$ cat src/rtl/keypad_scan.sv
// 4x4 matrix keypad scanner: column drive, row sync, press/release debounce,
// and a 4-digit hex entry shift register feeding the seven-segment display.
module keypad_scan #(
  parameter int DEBOUNCE_CYCLES = 16,
  parameter int DWELL_CYCLES    = 4
) (
  input  logic        IN_clk,
  input  logic        IN_rst,
  input  logic [3:0]  IN_row,
  input  logic        IN_clear,
  output logic [3:0]  OUT_col,
  output logic [3:0]  OUT_key,
  output logic        OUT_valid,
  output logic        OUT_pressed,
  output logic [15:0] OUT_value
);

  localparam logic [15:0] DEB_MAX    = 16'(DEBOUNCE_CYCLES);
  localparam logic [15:0] DWELL_LAST = 16'(DWELL_CYCLES - 1);

  typedef enum logic [1:0] {
    S_SCAN,
    S_DEBOUNCE,
    S_HELD,
    S_RELEASE
  } state_t;

  state_t      r_state;
  state_t      w_state_nxt;
  logic [3:0]  r_row_p0;
  logic [3:0]  r_row_p1;
  logic [1:0]  r_col;
  logic [15:0] r_dwell;
  logic [15:0] r_cnt;
  logic [3:0]  r_pat;
  logic [3:0]  r_key;
  logic        r_valid;
  logic        r_pressed;
  logic [15:0] r_value;

  logic [3:0]  w_srow;
  logic        w_dwell_end;
  logic [3:0]  w_code;
  logic [15:0] w_cnt_inc;
  logic [15:0] w_cnt_nxt;
  logic        w_col_adv;
  logic        w_dwell_clr;
  logic        w_pat_load;
  logic        w_accept;
  logic        w_pressed_nxt;

  function automatic logic [15:0] sat_inc(input logic [15:0] c);
    return (c >= DEB_MAX) ? DEB_MAX : c + 16'd1;
  endfunction

  // True when exactly one row line is pulled low.
  function automatic logic single_low(input logic [3:0] s);
    logic [3:0] z;
    z = ~s;
    return (z != 4'd0) && ((z & (z - 4'd1)) == 4'd0);
  endfunction

  function automatic logic [1:0] row_index(input logic [3:0] p);
    logic [1:0] idx;
    idx = 2'd0;
    for (int r = 3; r >= 0; r--) begin
      if (!p[r]) idx = 2'(r);
    end
    return idx;
  endfunction

  assign w_srow      = r_row_p1;
  assign w_dwell_end = (r_dwell == DWELL_LAST);
  assign w_code      = {row_index(r_pat), r_col};
  assign w_cnt_inc   = sat_inc(r_cnt);

  assign OUT_col     = ~(4'b0001 << r_col);
  assign OUT_key     = r_key;
  assign OUT_valid   = r_valid;
  assign OUT_pressed = r_pressed;
  assign OUT_value   = r_value;

  always_ff @(posedge IN_clk or posedge IN_rst) begin
    if (IN_rst) r_state <= S_SCAN;
    else        r_state <= w_state_nxt;
  end

  always_comb begin
    w_state_nxt   = r_state;
    w_cnt_nxt     = r_cnt;
    w_col_adv     = 1'b0;
    w_dwell_clr   = 1'b0;
    w_pat_load    = 1'b0;
    w_accept      = 1'b0;
    w_pressed_nxt = 1'b0;
    unique case (r_state)
      S_SCAN: begin
        if (w_dwell_end) begin
          w_dwell_clr = 1'b1;
          // All-high and multi-key columns both fall through to the next column.
          if (single_low(w_srow)) begin
            w_pat_load  = 1'b1;
            w_cnt_nxt   = 16'd1;
            w_state_nxt = S_DEBOUNCE;
          end else begin
            w_col_adv = 1'b1;
          end
        end
      end
      S_DEBOUNCE: begin
        if (w_srow == r_pat) begin
          w_cnt_nxt = w_cnt_inc;
          if (w_cnt_inc == DEB_MAX) begin
            w_accept    = 1'b1;
            w_state_nxt = S_HELD;
          end
        end else begin
          w_cnt_nxt   = 16'd0;
          w_dwell_clr = 1'b1;
          w_state_nxt = S_SCAN;
        end
      end
      S_HELD: begin
        w_pressed_nxt = 1'b1;
        if (w_srow == 4'hF) begin
          w_cnt_nxt   = 16'd1;
          w_state_nxt = S_RELEASE;
        end
      end
      S_RELEASE: begin
        w_pressed_nxt = 1'b1;
        if (w_srow != 4'hF) begin
          w_cnt_nxt   = 16'd0;
          w_state_nxt = S_HELD;
        end else if (w_cnt_inc == DEB_MAX) begin
          w_cnt_nxt     = 16'd0;
          w_col_adv     = 1'b1;
          w_dwell_clr   = 1'b1;
          w_pressed_nxt = 1'b0;
          w_state_nxt   = S_SCAN;
        end else begin
          w_cnt_nxt = w_cnt_inc;
        end
      end
      default: w_state_nxt = S_SCAN;
    endcase
  end

  always_ff @(posedge IN_clk or posedge IN_rst) begin
    if (IN_rst) begin
      r_row_p0  <= 4'hF;
      r_row_p1  <= 4'hF;
      r_col     <= 2'd0;
      r_dwell   <= 16'd0;
      r_cnt     <= 16'd0;
      r_pat     <= 4'hF;
      r_key     <= 4'h0;
      r_valid   <= 1'b0;
      r_pressed <= 1'b0;
      r_value   <= 16'h0000;
    end else begin
      // Row synchronizer boundary
      r_row_p0 <= IN_row;
      r_row_p1 <= r_row_p0;
      r_cnt    <= w_cnt_nxt;
      if (w_dwell_clr)            r_dwell <= 16'd0;
      else if (r_state == S_SCAN) r_dwell <= r_dwell + 16'd1;
      if (w_col_adv)  r_col <= r_col + 2'd1;
      if (w_pat_load) r_pat <= w_srow;
      r_valid   <= w_accept;
      r_pressed <= w_pressed_nxt;
      if (w_accept) r_key <= w_code;
      // Clear wins over the shift, but a coincident accept still lands in [3:0].
      if (IN_clear)      r_value <= w_accept ? {12'h000, w_code} : 16'h0000;
      else if (w_accept) r_value <= {r_value[11:0], w_code};
    end
  end

endmodule

$ cat config.mk
export PLATFORM = sky130hd
export DESIGN_NAME = keypad_scan
export DESIGN_NICKNAME = d
export VERILOG_FILES = /design/src/rtl/keypad_scan.sv
export SDC_FILE = /design/constraint.sdc
export NUM_CORES = 1
export LEC_CHECK = 0
export CORE_ASPECT_RATIO = 0.7
export CORE_UTILIZATION = 45
export CTS_BUF_LIST = sky130_fd_sc_hd__clkbuf_2
export DETAILED_ROUTE_END_ITERATION = 10
export PLACE_DENSITY = 0.67
export SLEW_MARGIN = 25
export SYNTH_ARGS = -nofsm -noshare
export SYNTH_HDL_FRONTEND = slang
export SYNTH_SLANG_ARGS = --single-unit
$ cat constraint.sdc
create_clock -name IN_clk -period 3.25 [get_ports IN_clk]
set_clock_uncertainty 0.05 [all_clocks]
set_input_delay 0.65 -clock IN_clk [delete_from_list [all_inputs] [get_ports IN_clk]]
set_output_delay 0.65 -clock IN_clk [all_outputs]
set_load 0.05 [all_outputs]
==> results.json, run 1 <==
{
  "crit_start": "r_col[0]",
  "drtAntennaViolNets": 0,
  "drt-initial-drc-count": 108,
  "clockRootBuffer": "clkbuf_2",
  "cts_resized": 0,
  "clock-sinks": 70,
  "synth_area_um2": 3490,
  "yosysTopAreaCell": "dfrtp_1",
  "worstPathRequired_ns": 2.55,
  "fillerInstances": 679,
  "fmax_mhz": 339,
  "core_um2": 7420,
  "grt_setup_unrepaired": "no",
  "total_power_mw": 2.44,
  "synth_nets": 335,
  "worstPathArrival_ns": 2.25,
  "slew_headroom_pct": 55.1,
  "clockBufferDepth": 2,
  "setup_tns_ns": 0,
  "grt_pass1_vias": 2207,
  "start_util_pct": 47.1,
  "finalSetupViolations": 0,
  "grt_overflow_total": 0,
  "stdcell_count": 452,
  "yosys.area.top_type_share_pct": 41.5,
  "max-vdd-ir-drop_uv": 319,
  "post-place-ws_ns": 0.846,
  "grt_first_pass_wirelength_um": 11100,
  "min_period_ns": 2.95,
  "route.detailed.drc": 0,
  "synth_area_leaders": "dfrtp_1 (42%), dfstp_2 (9.0%), ha_1 (3.9%)",
  "cts.reportedPaths.clkPinSlew_ns": 0.18,
  "synth_cell_types": 57,
  "worst_pin_slew_ns": 0.674,
  "antenna_found_initial": 0,
  "clk_latency_ns": 0.54,
  "min-delay-start": "r_row_p0[0]",
  "grt_max_degree": 46,
  "multiInputGateArea_um2": 1540,
  "wl_um": 6840,
  "rows": 26,
  "postCtsHoldBufs": 0,
  "hold_path.class": "flop to flop",
  "cts_buffers": 9,
  "r2r-start": "r_cnt[0]",
  "cts_setup_buffers": 0,
  "path_max_fanout": 8,
  "vias": 2486,
  "yosys_warnings": 0,
  "drive_above_1_share_pct": 16.1,
  "antenna_cells": 0,
  "cts.htree.levels": 3,
  "start_kind": "flop",
  "fin_crit_sh_pct": 90.8,
  "status": "finished, final reports clean",
  "post_synth.cell_area_avg_um2": 11.0,
  "die_w_um": 107,
  "synth_edf_count": 0,
  "end_kind": "output pin",
  "utilization_pct": 54.4,
  "seq_area_frac_synth_pct": 50.6,
  "drt_first_pass_iters": 5,
  "gp_congestion": 0.819,
  "hold_viol_final": 0,
  "port_buffers": 32,
  "setup_slack_ns": 0.301,
  "synth_seq_cells": 70,
  "io_pins": 33,
  "track_usage_pct": 18.4,
  "die_y_um": 75.7,
  "critical_path_class": "flop to output pin",
  "leakagePower_nw": 1.75,
  "rrSetupSlack_ns": 0.78,
  "syn_inst": 317,
  "ys.flop_type": "dfrtp_1",
  "hpwlAfterDp_um": 4830,
  "power_density_nw_per_um2": 604,
  "regArea_um2": 1770,
  "avgViaCountPerCell": 5.50,
  "wire_per_inst_um": 15.1,
  "async_flop_share_pct": 100,
  "maxSlewViolCount": 0,
  "drv_cap": 0,
  "nets": 367,
  "dp.cells": 436,
  "syn_to_final_growth_pct": 15.4,
  "dieArea_um2": 8130,
  "cts_tree": "yes"
}
[cells in the final DEF (no fill, tap or decap), types with 2 or more instances in the layout]
| cell type | count |
|---|---|
| dfrtp_1 | 58 |
| clkdlybuf4s50_1 | 32 |
| a21oi_1 | 24 |
| nand3_1 | 22 |
| inv_1 | 17 |
| nand2_1 | 15 |
| xor2_1 | 14 |
| and2_1 | 13 |
| o21ai_1 | 12 |
| dfstp_2 | 12 |
| ha_1 | 11 |
| a21oi_2 | 10 |
| nand4_1 | 9 |
| nor2_1 | 9 |
| clkbuf_2 | 9 |
| xnor2_1 | 6 |
| o21ai_0 | 6 |
| nor4_1 | 5 |
| and3_1 | 4 |
| mux2_2 | 4 |
| o2111ai_1 | 4 |
| bufinv_16 | 4 |
| nor3_1 | 3 |
| o211ai_1 | 3 |
| mux2_1 | 3 |
| clkinv_1 | 2 |
| a21o_1 | 2 |
| and4_1 | 2 |
| nand4b_1 | 2 |
| a22o_1 | 2 |
| nor2b_1 | 2 |
| a21bo_1 | 2 |
| mux2i_1 | 2 |
| o221ai_1 | 2 |
[sequential cells by signal (all words and copies together), names as in the netlist]
name	cells
OUT_valid	1
r_pat	4
r_row_p0	4
r_dwell	16
r_state	2
OUT_key	4
OUT_value	16
OUT_pressed	1
r_cnt	16
r_col	2
r_row_p1	4
[cell type report]
cell class / instances / share of cell area, %
flip-flops and latches: 70 / 43.8
multi-input cells: 215 / 38.2
repair buffers: 34 / 8.63
clock inverters: 7 / 3.38
well taps: 98 / 3.04
inverters: 19 / 1.77
clock buffers: 9 / 1.12
[stage by stage]
step / instance area, um^2 / hold WS, ns
floorplan: 3490 / 0.295
global placement: 3850 / 0.296
detailed placement: 3850 / 0.297
CTS: 4030 / 0.304
global route: 4030 / 0.312
finish: 4030 / 0.306
[power breakdown]
group          switching, mW  internal (mW)
logic                  0.462          0.229
registers             0.0714          0.957
clock network          0.311          0.404
total                  0.844           1.59
[cell usage after synthesis (6+ instances only)]
library cell and n:
o21ai_1 12, dfstp_2 12, a21oi_1 24, xor2_1 14
nand4_1 9, a21oi_2 10, inv_1 18, nand3_1 22
and2_1 13, dfrtp_1 58, ha_1 11, xnor2_1 6
o21ai_0 6, nor2_1 9, nand2_1 15
[worst paths after layout]
path / endpoint / cells past startpoint
worst max-delay path: OUT_col[0] / 4
worst min-delay path: r_row_p1[0] / 0
worst max register to register: r_state[1] / 6
worst min register to register: r_row_p1[0] / 0
max in group asynchronous: r_row_p1[3] / 3
min in group asynchronous: r_dwell[6] / 2
[metal layers]
metal	share of wire (%)	wire [um]	GRT usage [%]
met5	0	0	0
met4	1.6	110	6.85
met3	5.3	360	6.16
met2	42	2860	25.4
met1	51	3510	26.7
[cells by family (layout without fill, tap and decap cells)]
group | count (synthesis) | in the layout | share of synthesized area, %
xor gates and xnor gates | 21 | 21 | 5.48
and+or+nand+nor | 97 | 97 | 16.1
DFF | 70 | 70 | 50.6
buffers and inverters | 32 | 69 | 5.33
adders and majority gates | 11 | 11 | 3.94
muxes | 9 | 9 | 2.83
AOI/OAI and AO/OA | 77 | 77 | 15.8
[worst max-delay path: stages (launching register included)]
cell	delay (ns)
dfrtp_1	0.54
inv_1	0.11
ha_1	0.21
inv_1	0.05
clkdlybuf4s50_1	0.79
Note: power is estimated with default switching activity, not from simulation.
==> run 2, diff against run 1 <==
Settings changed: ABC_AREA set to 1.
==> results.json, run 2 <==
{
  "status": "finished, final reports clean",
  "fin_crit_sh_pct": 86.5,
  "reg2reg_depth": 6,
  "die_w_um": 108,
  "netSwitchingFraction_pct": 39.0,
  "clk_latency_ns": 0.52,
  "slew_headroom_pct": 60.6,
  "grt_pass1_vias": 2675,
  "grt_setup_unrepaired": "no",
  "synth_area_leaders": "dfrtp_1 (41%), nand2_1 (13%), dfstp_2 (8.9%)",
  "yosys-top-cells-count": "nand2_1 (122), dfrtp_1 (58), inv_1 (56), nand3_1 (43), nor2_1 (40)",
  "r2r_end": "r_dwell[3]",
  "p_seq_share_pct": 45.8,
  "grt_first_pass_wirelength_um": 12200,
  "ys.flop_type": "dfrtp_1",
  "synth-simple-area-share_pct": 30.8,
  "rrSetupSlack_ns": 1.07,
  "internal-power_mw": 1.41,
  "place_area_um2": 3940,
  "seq_area_frac_synth_pct": 50.1,
  "die_y_um": 76.1,
  "p_clk_share_pct": 20.4,
  "min_period_ns": 2.81,
  "post_synth_fa_ha_maj_area_fraction_pct": 3.90,
  "cts.htree.levels": 3,
  "clockBufferDepth": 2,
  "async_flop_share_pct": 100,
  "clockRootBuffer": "clkbuf_2",
  "r2r-start": "r_cnt[0]",
  "gp_congestion": 0.815,
  "avgViaCountPerCell": 4.81,
  "antenna_cells": 0,
  "cts_tree": "yes",
  "worst_pin_slew_ns": 0.589,
  "io_pins": 33,
  "worstPathRequired_ns": 2.55,
  "wl_um": 6650,
  "fillerInstances": 728,
  "drtAntennaViolNets": 0,
  "synth_nets": 441,
  "yosys_warnings": 0,
  "hold_slack_ns": 0.316,
  "holdPathStages": 0,
  "end_kind": "output pin",
  "multiInputGateArea_um2": 1480,
  "pwr-share-comb_pct": 33.8,
  "route.detailed.drc": 0,
  "synth-compound-area-share_pct": 3.44,
  "layout_commonest_cell": "nand2_1",
  "core_um2": 7450,
  "drt_first_pass_iters": 4,
  "hpwlAfterDp_um": 4870,
  "vias": 2708,
  "synthMuxAreaShare_pct": 0.284,
  "leakagePower_nw": 2.07,
  "syn_inst": 423,
  "finalSetupViolations": 0,
  "synth_top_family_by_area": "simple AND/OR/NAND/NOR gates",
  "start_kind": "flop",
  "mostFrequentLayoutCells": "nand2_1 (122), dfrtp_1 (58), inv_1 (55)",
  "drv_cap": 0,
  "maxSlewViolCount": 0,
  "stdcell_count": 563,
  "fmax_mhz": 356,
  "port_buffers": 32,
  "grt_overflow_total": 0,
  "cts.reportedPaths.clkPinSlew_ns": 0.16,
  "switchingPower_mw": 0.901,
  "rows": 26,
  "dieArea_um2": 8200,
  "dp.cells": 547,
  "hold_path.class": "flop to flop",
  "nets": 478,
  "clock-sinks": 70,
  "wire_per_inst_um": 11.8,
  "synth_seq_cells": 70,
  "synth_cell_types": 31,
  "yosysTopAreaCell": "dfrtp_1",
  "max-vdd-ir-drop_uv": 289,
  "post_synth.cell_area_avg_um2": 8.34,
  "power_density_nw_per_um2": 571,
  "regArea_um2": 1770,
  "setup_tns_ns": 0,
  "track_usage_pct": 18.8,
  "synth_area_um2": 3530,
  "synthXorXnorAreaFrac_pct": 3.48,
  "cts_resized": 0,
  "synth_edf_count": 0,
  "path_max_fanout": 5,
  "grt_max_degree": 34,
  "syn_to_final_growth_pct": 14.6,
  "drive_above_1_share_pct": 13.3,
  "antenna_found_initial": 0,
  "worstPathArrival_ns": 2.11,
  "synth_most_common_cell": "nand2_1",
  "hold_viol_final": 0,
  "cts_setup_buffers": 0,
  "crit_start": "r_col[0]",
  "setup.worst_path.end": "OUT_col[0]",
  "cts_buffers": 9,
  "start_util_pct": 47.4,
  "critical_path_class": "flop to output pin",
  "drt-initial-drc-count": 145,
  "postCtsHoldBufs": 0,
  "yosys.area.top_type_share_pct": 41.1,
  "stdcell_area_um2": 4040
}
-- run 2: routing by layer --
layer,routed length [um],GRT usage [%],share of wire [%],vias to the layer above
met5,0,0,0,-
met4,68,6.16,1.0,0
met3,311,5.39,4.7,7
met2,2960,28.6,45,42
met1,3310,25.8,50,1283
li1,-,-,-,1376
-- run 2: kinds of logic (layout without fill, tap and decap cells) --
group	Yosys count	in the layout
AND/OR/NAND/NOR	243	243
flip-flops	70	70
buffers and inverters	68	110
AO/OA/AOI/OAI	16	16
XOR/XNOR	14	14
adder cells (fa/ha/maj)	11	11
multiplexers	1	1
-- run 2: worst min-delay path by stage --
stage                            from  slack [ns]     endpoint
after floorplan           r_row_p0[0]        0.30  r_row_p1[0]
after global placement    r_row_p0[0]        0.30  r_row_p1[0]
after detailed placement  r_row_p0[2]        0.30  r_row_p1[2]
after CTS                 r_row_p0[2]        0.32  r_row_p1[2]
after global routing      r_row_p0[0]        0.32  r_row_p1[0]
final                     r_row_p0[2]        0.32  r_row_p1[2]
-- run 2: layout make-up --
type / count / area share (%)
multi-input combinational: 285 / 36.6
sequential: 70 / 43.7
timing repair buffer: 34 / 8.60
clock inverter: 3 / 0.929
tap: 98 / 3.03
inverter: 60 / 5.57
clock buffer: 13 / 1.61
-- run 2: per-stage QoR --
stage	util (%)	setup slack, ns	power [mW]
6_report	54.3	0.438	2.31
5_1_grt	54.3	0.295	2.49
2_1_floorplan	-	0.802	1.68
3_3_place_gp	52.9	1.05	1.83
4_1_cts	54.3	0.377	2.34
3_5_place_dp	52.9	0.983	1.86
-- run 2: power groups by stage --
stage | Combinational [mW] | Sequential [mW] | Clock [mW]
after floorplan | 0.617 | 1.07 | 0
after global placement | 0.763 | 1.07 | 0
after detailed placement | 0.784 | 1.07 | 0
after CTS | 0.786 | 1.06 | 0.499
after global routing | 0.886 | 1.07 | 0.526
final | 0.780 | 1.06 | 0.471
-- run 2: critical path, cell delays in order (launching register included) --
cell and delay (ns):
dfrtp_1 0.47, inv_1 0.11, ha_1 0.21, inv_1 0.05, clkdlybuf4s50_1 0.79
